$ cat config.mk
export PLATFORM = sky130hd
export DESIGN_NAME = ap_rst_seq_mc
export DESIGN_NICKNAME = d
export VERILOG_FILES = /design/src/rtl/ap_rst_seq_mc.sv
export SDC_FILE = /design/constraint.sdc
export NUM_CORES = 1
export LEC_CHECK = 0
export ABC_AREA = 1
export BUFFER_PORTS_ARGS = -buffer_cell sky130_fd_sc_hd__buf_2
export CAP_MARGIN = 15
export CORE_UTILIZATION = 55
export CTS_CLUSTER_DIAMETER = 100
export DETAILED_ROUTE_END_ITERATION = 7
export PLACE_DENSITY_LB_ADDON = 0.15
export SKIP_LAST_GASP = 1
export SLEW_MARGIN = 25
export SYNTH_ARGS = -nofsm -noshare
export SYNTH_HDL_FRONTEND = slang
export SYNTH_SLANG_ARGS = --single-unit
$ cat constraint.sdc
create_clock -name ap_clk -period 2.85 [get_ports ap_clk]
set_input_delay 0.285 -clock ap_clk [delete_from_list [all_inputs] [get_ports ap_clk]]
set_output_delay 0.285 -clock ap_clk [all_outputs]
set_load 0.05 [all_outputs]
$ cat src/rtl/ap_rst_seq_mc.sv
// Multi-channel kernel reset/start sequencer: staggered per-channel auto-reset, one common
// start pulse, done aggregation into a single ap_done, optional output register pipeline.
module ap_rst_seq_mc #(
   parameter int NUM_CH     = 4,
   parameter int RST_CYCLES = 20,
   parameter int STAGGER    = 4,
   parameter int START_DLY  = 20,
   parameter int OUT_PIPE   = 6
) (
   input  logic              ap_clk,
   input  logic              ap_rst,
   input  logic              ap_start,
   input  logic [NUM_CH-1:0] ch_mask,
   input  logic [NUM_CH-1:0] ch_done,
   output logic [NUM_CH-1:0] ch_rst_n,
   output logic [NUM_CH-1:0] ch_start,
   output logic              ap_done,
   output logic              ap_idle
);

   localparam int LAST_REL = RST_CYCLES + (NUM_CH - 1) * STAGGER;
   localparam int START_AT = LAST_REL + START_DLY;
   localparam int CNT_W    = $clog2(START_AT + 1);
   localparam int PW       = 2 * NUM_CH + 2;

   localparam logic [CNT_W-1:0] CNT_RST_END = CNT_W'(RST_CYCLES - 1);
   localparam logic [CNT_W-1:0] CNT_REL_END = CNT_W'(LAST_REL - 1);
   localparam logic [CNT_W-1:0] CNT_START   = CNT_W'(START_AT);
   localparam logic [CNT_W-1:0] CNT_ONE     = CNT_W'(1);

   localparam logic [2:0] S_IDLE    = 3'd0;
   localparam logic [2:0] S_RESET   = 3'd1;
   localparam logic [2:0] S_RELEASE = 3'd2;
   localparam logic [2:0] S_WAIT    = 3'd3;
   localparam logic [2:0] S_RUN     = 3'd4;

   logic [1:0]        sync_reg;
   logic              rst_int;
   logic [2:0]        state_reg;
   logic [CNT_W-1:0]  cnt_reg;
   logic [NUM_CH-1:0] mask_q_reg;
   logic [NUM_CH-1:0] done_seen_reg;
   logic              ap_start_q;
   logic              ap_done_reg;
   logic              trigger;
   logic              all_done;
   logic              in_reset;
   logic [NUM_CH-1:0] hold;
   logic [NUM_CH-1:0] rst_n_int;
   logic [NUM_CH-1:0] start_int;
   logic              idle_int;
   logic [PW-1:0]     out_int;
   logic [PW-1:0]     out_vec;

   // Reset asserts immediately, releases two clock edges after ap_rst falls.
   always_ff @(posedge ap_clk or posedge ap_rst) begin
      if (ap_rst) sync_reg <= 2'b11;
      else        sync_reg <= {sync_reg[0], 1'b0};
   end
   assign rst_int = sync_reg[1];

   assign trigger  = ap_start & ~ap_start_q;
   assign all_done = ((done_seen_reg | ch_done) & mask_q_reg) == mask_q_reg;
   assign in_reset = (state_reg == S_RESET) || (state_reg == S_RELEASE);

   always_ff @(posedge ap_clk or posedge rst_int) begin
      if (rst_int) begin
         state_reg     <= S_IDLE;
         cnt_reg       <= '0;
         mask_q_reg    <= '0;
         done_seen_reg <= '0;
         ap_start_q    <= 1'b1;
         ap_done_reg   <= 1'b0;
      end else begin
         ap_start_q  <= ap_start;
         ap_done_reg <= 1'b0;
         case (state_reg)
            S_IDLE: begin
               if (trigger) begin
                  mask_q_reg    <= ch_mask;
                  cnt_reg       <= '0;
                  done_seen_reg <= '0;
                  // An empty mask passes through RUN for one cycle, which completes at once.
                  state_reg     <= (ch_mask == '0) ? S_RUN : S_RESET;
               end
            end
            S_RESET: begin
               cnt_reg <= cnt_reg + CNT_ONE;
               if (cnt_reg == CNT_RST_END)
                  state_reg <= (cnt_reg == CNT_REL_END) ? S_WAIT : S_RELEASE;
            end
            S_RELEASE: begin
               cnt_reg <= cnt_reg + CNT_ONE;
               if (cnt_reg == CNT_REL_END) state_reg <= S_WAIT;
            end
            S_WAIT: begin
               if (cnt_reg == CNT_START) state_reg <= S_RUN;
               else                      cnt_reg   <= cnt_reg + CNT_ONE;
            end
            S_RUN: begin
               if (all_done) begin
                  ap_done_reg   <= 1'b1;
                  done_seen_reg <= '0;
                  state_reg     <= S_IDLE;
               end else begin
                  done_seen_reg <= done_seen_reg | (ch_done & mask_q_reg);
               end
            end
            default: state_reg <= S_IDLE;
         endcase
      end
   end

   // Channel k is held for RST_CYCLES + k*STAGGER cycles counted from the trigger edge.
   genvar gi;
   generate
      for (gi = 0; gi < NUM_CH; gi++) begin : g_ch
         localparam logic [CNT_W-1:0] THR = CNT_W'(RST_CYCLES + gi * STAGGER);
         assign hold[gi] = in_reset & mask_q_reg[gi] & (cnt_reg < THR);
      end
   endgenerate

   assign rst_n_int = rst_int ? '0 : ~hold;
   assign start_int = (!rst_int && state_reg == S_WAIT && cnt_reg == CNT_START) ? mask_q_reg : '0;
   assign idle_int  = !rst_int && (state_reg == S_IDLE);
   assign out_int   = {rst_n_int, start_int, ap_done_reg, idle_int};

   generate
      if (OUT_PIPE == 0) begin : g_nopipe
         assign out_vec = out_int;
      end else begin : g_pipe
         logic [PW-1:0] pipe_reg [OUT_PIPE];
         always_ff @(posedge ap_clk or posedge rst_int) begin
            if (rst_int) begin
               for (int i = 0; i < OUT_PIPE; i++) pipe_reg[i] <= '0;
            end else begin
               pipe_reg[0] <= out_int;
               for (int i = 1; i < OUT_PIPE; i++) pipe_reg[i] <= pipe_reg[i-1];
            end
         end
         assign out_vec = pipe_reg[OUT_PIPE-1];
      end
   endgenerate

   assign {ch_rst_n, ch_start, ap_done, ap_idle} = out_vec;

endmodule

==> out/metrics.cfg <==
[clock_network]
clock_latency_ps=350
numClockSinks=81
cts.htree.levels=3
cts_buffers=9
cts_tree=built
cts-root-buf=clkbuf_8
cts_resized=0
cts_setup_buffers=0
path_clk_slew_ps=80
cts_buffer_depth=2
cts_hold_buf=1

[floorplanning]
num_rows=25
floorplan.initialDensity_pct=58.7
io_pins=21
fp.dieH_um=74.2
fp.dieW_um=74.2
core-area_um2=4880
die_area_um2=5500

[synthesis]
synth_cell_types=25
ys.warnings.count=0
synthXorXnorAreaFrac_pct=0.306
yosys_register_bits=81
synth.cell_area_um2=2870
syn_avg_cell_area_um2=11.5
synth-compound-area-share_pct=4.59
yosysSeqAreaShare_pct=70.9
synth_top_family_by_area=simple AND/OR/NAND/NOR gates
yosys.area.top_type_share_pct=68.1
synth_nets=262
synthTopCellsByArea=dfrtp_1 68%, nand2_1 5.5%, inv_1 3.9%
synth_area_leader_cell=dfrtp_1
syn_inst=249
synthAdderAreaFrac_pct=0.873
yosys.area_share.simple_pct=16.3
synth_mux_area_share_pct=0

[sta]
slew_headroom_pct=54.3
max_freq_mhz=712
setup_viol=0
min_period_ps=1400
fin_tns_setup_ps=0
rsz0062_at_grt=false
clock_skew_ps=9.13
fin_crit_sh_pct=49.3
slew_viol_final=0
worstMarginPinSlew_ps=686
hold_viol_final=0

[status]
status=finished clean

[hold_path]
hold_class=in2reg
min_to=ap_start_q
min_path_cells=1
hp-start=ap_start

[detailed_routing]
drtIter0Drc=110
vias_per_cell=4.78
first_pass_iters=4
routed_wl_um=4070
wire_per_inst_um=11.8
antenna_left=0
drc=0
vias=1650

[pwr]
p_leak_nw=1.66
p_per_area_nw_per_um2=628
ir_drop_uv=311

[critical_path]
cp_data_required_time_ps=3100
critPathMaxFanout=10
path_cells=inv_1 -> ha_1 -> nand3_2 -> nor2_2 -> nand2_2 -> nand3_4 -> inv_4 -> nand3_2 -> nand2_1
rr_worst_depth=9
r2r_start=cnt_reg[0]
worstPathArrival_ps=1650
timing.rr.end=cnt_reg[2]
crit_type=reg2reg
critPathTopFamily=simple AND/OR/NAND/NOR gates
max_stage_delay_ps=410
end_kind=flop
crit_buf_inv=2
r2r_slack_ps=1450
worstSetupStartpointType=flop
cp_slowest_cell=dfrtp_1
crit_path_frequent_cell=nand3_2

[grt]
grt_overflow=0
grt_max_degree=60
antenna_found_initial=0
grt_pass1_wl_um=6890
grt_usage_pct=18.0
grt_pass1_vias=1608

[finish]
area_growth_pct=11.2
drive_gt1_share_pct=23.4
antenna_cells=0
nets=286
largest_reg_flops=50
fin_area_um2=3190

[placement]
routabilityCongestion=0.835
postPlaceCellArea_um2=2990
dp_hpwl_um=2800
port_buffers=20

[flow_run]
drv_cap=0

## cell usage in the layout (no fill, tap or decap), drive strengths merged, types with 3 or more instances in the layout
cell type   n
nand2      49
clkinvlp    3
dfstp       3
nand3      21
o21ai      14
clkbuf      9
buf        21
inv        38
a21oi       6
nor2       26
dfrtp      78
## report_power, final
part	leakage [nW]	switching [mW]	internal [mW]	total (mW)
registers	1.03	0.00600	1.17	1.18
logic	0.541	0.0414	0.0125	0.0539
clock network	0.0863	0.439	0.334	0.773
total	1.66	0.487	1.52	2.00
## cells by family (layout without fill, tap and decap cells)
kind of cell / Yosys count / after routing
other: 1 / 1
buffers and inverters: 43 / 72
and+or+nand+nor: 98 / 98
adders and majority gates: 2 / 2
AOI/OAI and AO/OA: 23 / 23
DFF: 81 / 81
xor gates and xnor gates: 1 / 1
## routing by layer
metal / up-vias / GRT usage, % / share of wire, %
met2: 43 / 27.2 / 47
met3: 10 / 6.10 / 5.5
met4: 0 / 9.62 / 2.1
met1: 780 / 23.1 / 45
li1: 817 / - / -
met5: - / 0 / 0
## synth_stat cells
| master | n |
|---|---|
| o21ai_0 | 8 |
| a41oi_1 | 2 |
| nand3_1 | 16 |
| nand2_1 | 42 |
| o21ai_2 | 2 |
| inv_4 | 1 |
| nor3_1 | 1 |
| a21oi_1 | 6 |
| dfstp_2 | 3 |
| nand2_2 | 7 |
| nor2_1 | 20 |
| xor2_1 | 1 |
| a31oi_1 | 1 |
| ha_1 | 2 |
| nand3_4 | 1 |
| dfrtp_1 | 78 |
| o21ai_1 | 4 |
| nor2_2 | 5 |
| nand3_2 | 4 |
| conb_1 | 1 |
| nor2_4 | 1 |
| nand4_1 | 1 |
| inv_1 | 30 |
| buf_4 | 9 |
| inv_2 | 3 |
## worst max-delay path by stage
stage	cells after the start	to	start
2_1_floorplan	3	g_pipe.pipe_reg[52]	sync_reg[1]
3_3_place_gp	2	cnt_reg[2]	sync_reg[1]
3_5_place_dp	2	done_seen_reg[3]	sync_reg[1]
4_1_cts	2	g_pipe.pipe_reg[17]	sync_reg[1]
5_1_grt	2	g_pipe.pipe_reg[29]	sync_reg[1]
6_report	9	cnt_reg[2]	cnt_reg[0]
## area by class of cell
cell class / count / area [um2]
Sequential cell: 81 / 2030
Fill cell: 365 / 1690
Multi-Input combinational cell: 125 / 637
Inverter: 34 / 130
Clock buffer: 9 / 124
Timing Repair Buffer: 22 / 118
Tap cell: 67 / 83.8
Clock inverter: 7 / 62.6
## per-stage QoR
step                      power (mW)  util [%]  setup WS (ps)  hold slack, ps  std cells
after floorplan                 1.24         -            217             197        249
after global placement          1.25      61.3           1450             292        328
after detailed placement        1.25      61.3           1430             301        328
after CTS                       2.03      65.3           1420            26.8        345
after global routing            2.09      65.3           1240            18.2        345
final                           2.00      65.3           1450            38.4        345
Note: power is estimated with default switching activity, not from simulation.
